File: src/rtl/txn_copy_dma.sv
// ---------------------------------------------------------------------------
// txn_copy_dma
//   Word-copy DMA initiator on the txn_* transaction bus. A start command
//   written through ctrl_in copies LEN 32-bit words from the source window
//   to the destination window. Each word is one read followed by one write.
//   On completion the block sets done and pulses int_done if int_en is set.
//
// Ports
//   clk        clock, all logic on posedge
//   srst       synchronous reset, active high
//   ctrl_wr    ctrl_in write strobe
//   ctrl_in    [31]=start [30]=int_en [29:20]=len [19:10]=src_off [9:0]=dst_off
//   ctrl_out   [31]=busy [30]=done [29]=err [28:10]=0 [9:0]=words remaining
//   txn_req    transaction request, gated combinationally by txn_rdy
//   txn_wr     1=write, 0=read (registered, valid with txn_req)
//   txn_addr   word-aligned byte address (registered)
//   txn_wdata  write data (registered; holds the word just read)
//   txn_rdata  read data, valid when txn_rdy rises after a read
//   txn_rdy    responder ready / transaction complete
//   int_done   one-cycle completion pulse, gated by int_en
//
// Optional feature macro: TXN_DMA_TIMEOUT_EN
//   When defined, a per-state wait counter aborts a transfer after TIMEOUT
//   stalled cycles and sets err and done. When undefined, the block waits
//   indefinitely and ctrl_out[29] reads 0.
// ---------------------------------------------------------------------------
module txn_copy_dma #(
  parameter logic [31:0] SRC_BASE = 32'h4000_0000,
  parameter logic [31:0] DST_BASE = 32'h4000_2000,
  parameter int          LEN_W    = 10,
  parameter int          TIMEOUT  = 64
) (
  input  logic        clk,
  input  logic        srst,
  input  logic        ctrl_wr,
  input  logic [31:0] ctrl_in,
  output logic [31:0] ctrl_out,
  output logic        txn_req,
  output logic        txn_wr,
  output logic [31:0] txn_addr,
  output logic [31:0] txn_wdata,
  input  logic [31:0] txn_rdata,
  input  logic        txn_rdy,
  output logic        int_done
);

  typedef enum logic [2:0] {
    IDLE,
    RD_REQ,
    RD_WAIT,
    WR_REQ,
    WR_WAIT
  } state_t;

  state_t           state;
  logic [LEN_W-1:0] remaining;
  logic [31:0]      src_addr;
  logic [31:0]      dst_addr;
  logic             int_en;
  logic             done;
  logic             err;
  logic             wait_first;
  logic             advance;
  logic             start;
  logic [LEN_W-1:0] start_len;
  logic [31:0]      start_src;
  logic [31:0]      start_dst;

  assign start     = ctrl_wr && ctrl_in[31];
  assign start_len = LEN_W'(ctrl_in[29:20]);
  assign start_src = SRC_BASE + {20'd0, ctrl_in[19:10], 2'b00};
  assign start_dst = DST_BASE + {20'd0, ctrl_in[9:0], 2'b00};

  // The request is gated by txn_rdy so nothing is issued while the
  // responder is still busy with a previous transaction.
  assign txn_req  = ((state == RD_REQ) || (state == WR_REQ)) && txn_rdy;
  assign ctrl_out = {(state != IDLE), done, err, 19'd0, 10'(remaining)};

  // advance marks the edges on which the FSM leaves a REQ or WAIT state.
  // The cycle right after an issue edge (wait_first) never completes a
  // transaction, even if the responder still shows txn_rdy high.
  always_comb begin
    advance = 1'b0;
    case (state)
      RD_REQ, WR_REQ:   advance = txn_rdy;
      RD_WAIT, WR_WAIT: advance = txn_rdy && !wait_first;
      default:          advance = 1'b0;
    endcase
  end

`ifdef TXN_DMA_TIMEOUT_EN
  localparam int TMO_W = $clog2(TIMEOUT + 1);
  logic [TMO_W-1:0] tmo_cnt;
`else
  assign err = 1'b0;
`endif

  always_ff @(posedge clk) begin
    if (srst) begin
      state      <= IDLE;
      remaining  <= '0;
      src_addr   <= '0;
      dst_addr   <= '0;
      int_en     <= 1'b0;
      done       <= 1'b0;
      wait_first <= 1'b0;
      txn_wr     <= 1'b0;
      txn_addr   <= '0;
      txn_wdata  <= '0;
      int_done   <= 1'b0;
`ifdef TXN_DMA_TIMEOUT_EN
      err        <= 1'b0;
      tmo_cnt    <= '0;
`endif
    end else begin
      int_done <= 1'b0;
      case (state)
        IDLE: begin
          if (start) begin
            int_en    <= ctrl_in[30];
            done      <= 1'b0;
            remaining <= start_len;
            src_addr  <= start_src;
            dst_addr  <= start_dst;
`ifdef TXN_DMA_TIMEOUT_EN
            err       <= 1'b0;
`endif
            if (start_len == '0) begin
              // Zero-length copy completes at once; the !int_done term
              // keeps back-to-back completions from merging into a
              // two-cycle pulse.
              done     <= 1'b1;
              int_done <= ctrl_in[30] && !int_done;
            end else begin
              state    <= RD_REQ;
              txn_wr   <= 1'b0;
              txn_addr <= start_src;
            end
          end
        end

        RD_REQ: begin
          if (advance) begin
            state      <= RD_WAIT;
            wait_first <= 1'b1;
          end
        end

        RD_WAIT: begin
          wait_first <= 1'b0;
          if (advance) begin
            txn_wdata <= txn_rdata;
            txn_wr    <= 1'b1;
            txn_addr  <= dst_addr;
            state     <= WR_REQ;
          end
        end

        WR_REQ: begin
          if (advance) begin
            state      <= WR_WAIT;
            wait_first <= 1'b1;
          end
        end

        WR_WAIT: begin
          wait_first <= 1'b0;
          if (advance) begin
            remaining <= remaining - 1'b1;
            if (remaining == LEN_W'(1)) begin
              state    <= IDLE;
              done     <= 1'b1;
              int_done <= int_en;
            end else begin
              src_addr <= src_addr + 32'd4;
              dst_addr <= dst_addr + 32'd4;
              txn_addr <= src_addr + 32'd4;
              txn_wr   <= 1'b0;
              state    <= RD_REQ;
            end
          end
        end

        default: state <= IDLE;
      endcase

`ifdef TXN_DMA_TIMEOUT_EN
      // Counts every cycle spent stalled in a busy state; any state change
      // restarts the count. The abort overrides whatever the case above chose.
      if ((state == IDLE) || advance) begin
        tmo_cnt <= '0;
      end else if (tmo_cnt == TMO_W'(TIMEOUT - 1)) begin
        tmo_cnt  <= '0;
        state    <= IDLE;
        done     <= 1'b1;
        err      <= 1'b1;
        int_done <= int_en;
      end else begin
        tmo_cnt <= tmo_cnt + 1'b1;
      end
`endif
    end
  end

endmodule

File: config.mk
export PLATFORM = sky130hd
export DESIGN_NAME = txn_copy_dma
export DESIGN_NICKNAME = d
export VERILOG_FILES = /design/src/rtl/txn_copy_dma.sv
export SDC_FILE = /design/constraint.sdc
export NUM_CORES = 1
export LEC_CHECK = 0
export BUFFER_PORTS_ARGS = -buffer_cell sky130_fd_sc_hd__clkbuf_2
export CORE_ASPECT_RATIO = 1.25
export CORE_MARGIN = 2
export CORE_UTILIZATION = 60
export CTS_BUF_LIST = sky130_fd_sc_hd__clkbuf_8
export DETAILED_ROUTE_END_ITERATION = 8
export PLACE_DENSITY = 0.92
export SLEW_MARGIN = 10
export SYNTH_ARGS = -nofsm -noshare
export SYNTH_HDL_FRONTEND = slang
export SYNTH_SLANG_ARGS = --single-unit
File: constraint.sdc
create_clock -name clk -period 3.7 [get_ports clk]
set_clock_uncertainty 0.15 [all_clocks]
set_input_delay 0.74 -clock clk [delete_from_list [all_inputs] [get_ports clk]]
set_output_delay 0.74 -clock clk [all_outputs]
set_load 0.01 [all_outputs]
After elaboration in Yosys (flattened, before gate mapping):

Index checks and enable logic that the tools add are counted.

* flip-flop bits (word level): 146
* input port bits: 68

* add/sub/neg operators: 5
* eq/ne operators: 14
* muxes and demuxes: 41
* reductions and logical operators: 23

Operators by type and width (number)
* $mux 32: 9
* $pmux 32 s2: 2
* $pmux 32 s3: 1
* $add 31x12->32 const A: 2
* $add 32x3->32 const B: 2
* $mux 10: 2
* $pmux 10 s2: 1
* $mux 3: 6
* $ne 2x2->1 const B: 8
* $pmux 3 s5: 1
* $mux 1: 14
* $reduce_and 6->1: 2
* $eq 10x1->1 const B: 1
* $logic_not 10->1: 1
* $sub 10x1->10 const B: 1
* $pmux 1 s2: 4
* $reduce_and 4->1: 2
* $eq 3x2->1 const B: 2
* $reduce_and 2->1: 3
* $reduce_bool 3->1: 2
* $logic_and 1x1->1: 4
* $reduce_bool 2->1: 2
* $reduce_or 2->1: 2
* $eq 3x1->1 const B: 1
* other kinds (7): 8

Longest topological paths before layout:

Gate-level depths: netlist of run 1.

* depth in word-level cells: 5
* depth in mapped cells: 10
* gate-level depth less buffers: 8

Least setup slack after synthesis of run 1:

Ideal clock, no wire load.

* path kind: input to register
* from: input ctrl_in[24]
* to: register txn_addr[15]
* arrival time: 2292 ps
* data required time: 3480 ps
* slack: 1188 ps
* stages: 6
* path buffers: 1
* cell sequence: nor4_1 nand3_1 o311ai_1 clkbuf_1 a22oi_1 a21oi_1

* longest elaborated chain between the ends: 3

RTL lines
* from (decl): RTL line 36 `input logic [31:0] ctrl_in,`
* $logic_not 10->1: RTL line 128 `if (start_len == '0) begin`
* $ne 2x2->1 (no source line)
* $reduce_and 6->1 (no source line)
* to (signal assigned): RTL line 137 `txn_addr <= start_src;`
* to (signal assigned): RTL line 154 `txn_addr <= dst_addr;`
* to (signal assigned): RTL line 177 `txn_addr <= src_addr + 32'd4;`
* to (decl): RTL line 40 `output logic [31:0] txn_addr,`

Every way passes these cells.
A chain may end at the register's enable or synchronous reset.

Final worst setup path of run 1:

* from: register state[2]
* to: register dst_addr[18]

* longest elaborated chain between the ends: 5
* elaborated cells between the ends (all ways): 14

RTL lines
* from (decl): RTL line 55 `state_t state;`
* from (signal assigned): RTL line 100 `state <= IDLE;`
* from (signal assigned): RTL line 135 `state <= RD_REQ;`
* from (signal assigned): RTL line 144 `state <= RD_WAIT;`
* $eq 3x3->1, or another cell as far along: RTL line 84, 117
* $reduce_or 2->1 (no source line)
* $pmux 1 s2: RTL line 84 `case (state)`
* $ne 2x2->1 (no source line)
* $reduce_and 4->1 (no source line)
* to (signal assigned): RTL line 124 `dst_addr <= start_dst;`
* to (signal assigned): RTL line 176 `dst_addr <= dst_addr + 32'd4;`
* to (decl): RTL line 58 `logic [31:0] dst_addr;`

Several ways; a longest one is shown, not always the timed one.

==> results of run 1 <==
[logic make-up (layout without fill, tap and decap cells)]
logic type	count (synthesis)	after routing
adders and majority gates	4	4
buffers and inverters	88	201
xor gates and xnor gates	48	48
DFF	141	141
AOI/OAI and AO/OA	209	209
muxes	2	2
other	1	20
and+or+nand+nor	387	387
[power by group]
group | internal [mW] | switching (mW)
clock network | 0.584 | 0.717
logic | 0.134 | 0.212
registers | 1.56 | 0.0517
[flip-flops by register name, summed over array words and instances (netlist names)]
name,count
txn_wdata,32
txn_addr,31
dst_addr,30
src_addr,30
remaining,10
state,3
done,1
int_done,1
int_en,1
txn_wr,1
wait_first,1
[path summary, 6_finish.rpt]
kind         cells after the start            end          start  slack [ns]
max reg2reg                      6   dst_addr[18]       state[2]        0.85
min                              2  txn_wdata[16]  txn_wdata[16]        0.31
max                              6   dst_addr[18]       state[2]        0.85
min reg2reg                      2  txn_wdata[16]  txn_wdata[16]        0.31
[tightest hold or removal path: cells and delay by family, from the launching register on]
family          cells  cell delay, ns
compound gates      1            0.05
flops               1            0.31
simple gates        1            0.05
[per-stage QoR]
step | power (mW) | hold slack [ns] | instances | area, sq um | utilization
3_5_place_dp | 1.99 | 0.297 | 1115 | 7640 | 0.683
4_1_cts | 3.26 | 0.310 | 1147 | 8060 | 0.720
3_3_place_gp | 1.98 | 0.292 | 1115 | 7640 | 0.683
6_report | 3.26 | 0.306 | 1147 | 8060 | 0.720
5_1_grt | 3.37 | 0.326 | 1147 | 8060 | 0.720
2_1_floorplan | 1.87 | 0.308 | 899 | 7000 | -
[cells in the mapped netlist (18+ instances only)]
| cell type | count | area, sq um |
|---|---|---|
| o21ai_0 | 26 | 130 |
| nor3_1 | 18 | 90.1 |
| nand2_1 | 156 | 586 |
| buf_4 | 22 | 165 |
| a21oi_1 | 99 | 495 |
| xor2_1 | 24 | 210 |
| clkbuf_1 | 49 | 184 |
| xnor2_1 | 24 | 210 |
| a211oi_1 | 19 | 143 |
| dfxtp_1 | 141 | 2820 |
| nor2_1 | 93 | 349 |
| nand3_1 | 27 | 135 |
| nand4_1 | 21 | 131 |
[cell usage in the layout, fill, tap and decap left out, types with 9 or more instances in the layout]
master    netlist  layout
nand2_1       156     156
clkbuf_2        0     145
dfxtp_1       141     141
a21oi_1        99      99
nor2_1         93      93
nand3_1        27      27
o21ai_0        26      26
xor2_1         24      24
xnor2_1        24      24
nand4_1        21      21
conb_1          1      20
a211oi_1       19      19
nor3_1         18      18
clkbuf_8        0      17
buf_4          22      17
a22oi_1        16      16
and2_1         12      12
and3_1         10      10
a221oi_1       10      10
nor4_1          9       9
inv_8           0       9
[final cells by class]
| cell class | instances | area (sq um) |
|---|---|---|
| Inverter | 7 | 26.3 |
| Fill cell | 803 | 3130 |
| Tap cell | 135 | 169 |
| Clock inverter | 15 | 189 |
| Sequential cell | 141 | 2820 |
| Clock buffer | 17 | 234 |
| Timing Repair Buffer | 162 | 853 |
| Multi-Input combinational cell | 670 | 3770 |
[routing by layer]
layer	global-route usage	vias up	share of wire	routed length, um
met5	0	-	0	0
met4	0.153	0	0.037	708
met3	0.0645	71	0.089	1710
met2	0.524	407	0.50	9550
met1	0.355	3309	0.37	7160
li1	-	3303	-	-
==> run_results.csv, run 1 <==
group,metric,value,unit
outcome,status,"complete, no violations",
synth,synth_edf_count,0,
cts,ctsResizeCount,0,
route,drc,0,
cts,clk_latency,0.46,ns
synth,syn_inst,880,
setup_path,critPathArrivalTime,3.02,ns
cts,htree_levels,4,
synth,synth_seq_area_share,0.407,
sta,min_period,2.85,ns
synth,synthFlopType,"dfxtp_1",
cts,cts.sinks,141,
floorplan,die_x,100,um
global_routing,grt_max_degree,52,
layout,final_nets,1071,
place,place_ws,0.834,ns
synth,yosys_warnings,0,
setup_path,critical_path.cell_chain,"nor3b_4 > a2bb2oi_2 > nor4b_4 > nand4_1 > xor2_1 > nor2_1",
synth,yosys.area_share.simple,0.268,
floorplan,rows,43,
power,leakage,3.20,nW
place,hpwl,13.0,mm
route,drtIter0Drc,776,
floorplan,pin_count,167,
layout,areaGrowthSynthToFinish,16.3,%
synth,synth_compound_area_frac,0.190,
cts,clockBufferDepth,2,
sta,hold_violations,0,
sta,setup-violations-final,0,
layout,drive_above_1_share,0.208,
sta,finalSetupTns,0,ns
synth,synth_top_family_by_area,"simple AND/OR/NAND/NOR gates",
route,vias_per_cell,6.18,
setup_path,slowest_delay,0.64,ns
flow_run,drv_cap,0,
floorplan,die_y,124,um
global_routing,grt_pass1_vias,6292,
cts,clk_pin_slew,0.09,ns
synth,muxShareOfSynthArea,0.00289,
power,peakVddDrop,0.000201,V
setup_path,required,3.87,ns
synth,yosysUniqueCellTypes,62,
floorplan,initial_core_util,0.620,
floorplan,dieArea,12400,sq um
setup_path,slowest_stage,"dfxtp_1",
floorplan,core,11200,sq um
sta,rsz0062_at_grt,"false",
place,io_buffer_count,146,
sta,fmax,351,MHz
synth,synth-adder-area-share,0.00722,
route,wire_per_inst,16.7,um
setup_path,critPathCaptureType,"flop",
synth,synthXorXnorAreaFrac,0.0606,
cts,cts_hold_buf,0,
synth,synth_area_per_cell,7.88,sq um
place,gp_congestion,0.887,
global_routing,track_usage,0.303,
cts,cts_setup_buffers,0,
setup_path,cp_num_buf_inv,0,
cts,cts_tree,"done",
sta,finalCritPeriodShare,0.770,
synth,async_flop_share,0,
sta,slew_headroom,0.417,
route,vias,7090,
route,wirelength,19.1,mm
setup_path,cp_max_fo,14,
route,ant_nets,0,
setup_path,start_kind,"flop",
min_path,hold_path.class,"flop to flop",
global_routing,antenna_found_initial,0,
sta,slew_violations,0,
sta,setup_ws,0.851,ns
cts,cts_root_buffer,"clkbuf_8",
layout,antenna_cells,0,
synth,synth-seq-cells,141,
cts,cts_buffers,17,
setup_path,critical_path_class,"flop to flop",
global_routing,grt_first_pass_wirelength,30.1,mm
sta,tightestPinTransition,0.872,ns
synth,syn_area,6930,sq um
route,firstDrtPassIters,8,
setup_path,crit_family,"simple AND/OR/NAND/NOR gates",
power,power_density,405,nW/um^2
global_routing,grt-ovfl-total,0,
Note: power is estimated with default switching activity, not from simulation.
==> inputs of run 2 (changes only) <==
Settings changed: CORE_UTILIZATION 60 to 56, PLACE_DENSITY 0.92 to 0.87.
Clock period 3.7 ns to 2.86 ns, I/O delays scaled along.
==> run 2 against run 1 <==
Global-route usage shrank 2.1 points. Die area grew 6.9%. First-iteration DRC count shrank 24%. Largest cell class unchanged. Largest power group unchanged.
==> run_results.csv, run 2 (synthesis results as in run 1) <==
group,metric,value,unit
outcome,status,"complete, no violations",
layout,areaGrowthSynthToFinish,18.7,%
sta,hold_violations,0,
cts,cts_root_buffer,"clkbuf_8",
layout,max_flop_register,"txn_wdata",
layout,antenna_cells,0,
setup_path,critPathArrivalTime,2.83,ns
floorplan,die_y,128,um
setup_path,critPathCaptureType,"flop",
cts,htree_levels,4,
sta,finalCritPeriodShare,0.907,
flow_run,drv_cap,0,
place,io_buffer_count,146,
sta,fmax,385,MHz
cts,clockBufferDepth,2,
setup_path,required,3.09,ns
global_routing,grt_max_degree,126,
cts,ctsResizeCount,0,
cts,clk_pin_slew,0.09,ns
route,drtIter0Drc,591,
sta,min_period,2.60,ns
sta,tightestPinTransition,0.629,ns
power,power_density,517,nW/um^2
cts,cts_hold_buf,0,
layout,fillCellCount,997,
global_routing,grt-ovfl-total,0,
setup_path,critical_path_class,"flop to flop",
route,wire_per_inst,15.9,um
sta,slew_headroom,0.579,
floorplan,pin_count,167,
setup_path,slowest_delay,0.65,ns
setup_path,start_kind,"flop",
cts,cts_setup_buffers,0,
cts,clk_latency,0.46,ns
layout,top_regs,"txn_wdata: 32 flops, txn_addr: 31 flops",
layout,largest_reg_flops,32,
setup_path,cp_max_fo,68,
route,vias,6987,
power,leakage,3.28,nW
route,ant_nets,0,
cts,cts_buffers,17,
global_routing,grt_pass1_vias,6484,
sta,hold_slack,0.175,ns
layout,layout.cells.most_common,"nand2_1",
floorplan,initial_core_util,0.573,
floorplan,rows,45,
floorplan,die_x,104,um
global_routing,antenna_found_initial,0,
min_path,hold_path.class,"input port to flop",
route,firstDrtPassIters,6,
layout,final_cell_mix,"nand2_1, clkbuf_2, dfxtp_1",
cts,cts.sinks,141,
global_routing,grt_first_pass_wirelength,30.7,mm
sta,finalSetupTns,0,ns
floorplan,dieArea,13300,sq um
floorplan,core,12100,sq um
global_routing,track_usage,0.283,
sta,rsz0062_at_grt,"false",
sta,slew_violations,0,
power,peakVddDrop,0.000260,V
route,wirelength,18.9,mm
setup_path,slowest_stage,"or3b_2",
place,hpwl,13.0,mm
layout,drive_above_1_share,0.218,
route,vias_per_cell,5.89,
sta,setup-violations-final,0,
cts,cts_tree,"done",
setup_path,cpMostUsedCell,"nand2_1",
route,drc,0,
layout,final_nets,1082,
place,gp_congestion,0.887,
setup_path,critical_path.cell_chain,"or3b_2 > buf_12 > nor3_1 > nand2_1 > o21ai_0 > nand2_1 > a21oi_1",
[run 2: changes by cell type in the layout (fill, tap and decap cells not counted)]
cell        previous run  this run
inv_6                  1         4
buf_12                 0         4
o311a_1                1         0
clkinv_8               2         0
clkinvlp_4             1         0
clkinv_2               0         1
o311a_2                0         1
inv_8                  9         7
bufinv_16              1         2
buf_4                 17        24
[run 2: report_power, final]
| part | internal, mW | switching (mW) |
|---|---|---|
| clock network | 0.826 | 0.885 |
| registers | 2.02 | 0.0662 |
| logic | 0.181 | 0.275 |
[run 2: critical path: cells and delay by family, from the launching register on]
kind	cells	cell delay [ns]
AND/OR/NAND/NOR	4	1.16
flip-flops	1	0.63
AO/OA/AOI/OAI	2	0.30
buffers and inverters	1	0.26
[run 2: worst paths after layout]
check	start	to	slack, ns	depth (start not counted)
worst max-delay path	state[2]	remaining[7]	0.26	7
worst min-delay path	txn_rdata[25]	txn_wdata[25]	0.17	3
worst max register to register	state[2]	remaining[7]	0.26	7
worst min register to register	txn_wdata[6]	txn_wdata[6]	0.31	2
[run 2: cell type report]
type	count	area, sq um	share of cell area
timing repair buffer	173	986	0.120
sequential	141	2820	0.343
tap	164	205	0.0249
inverter	7	26.3	0.00319
multi-input combinational	670	3770	0.458
clock inverter	15	188	0.0228
clock buffer	17	234	0.0284
[run 2: per-stage QoR]
step                      instances  worst slack [ns]  instance area [sq um]  utilization  power (mW)
after floorplan                 899             0.516                   7000            -        2.42
after global placement         1155             0.268                   7810        0.645        2.57
after detailed placement       1155            0.0770                   7810        0.645        2.58
after CTS                      1187             0.229                   8230        0.680        4.26
after global routing           1187             0.118                   8230        0.680        4.41
final                          1187             0.265                   8230        0.680        4.26
[run 2: per-layer routing]
metal / GRT usage / share of wire
met5: 0 / 0
met4: 0.141 / 0.035
met3: 0.0507 / 0.066
met2: 0.497 / 0.50
met1: 0.335 / 0.39
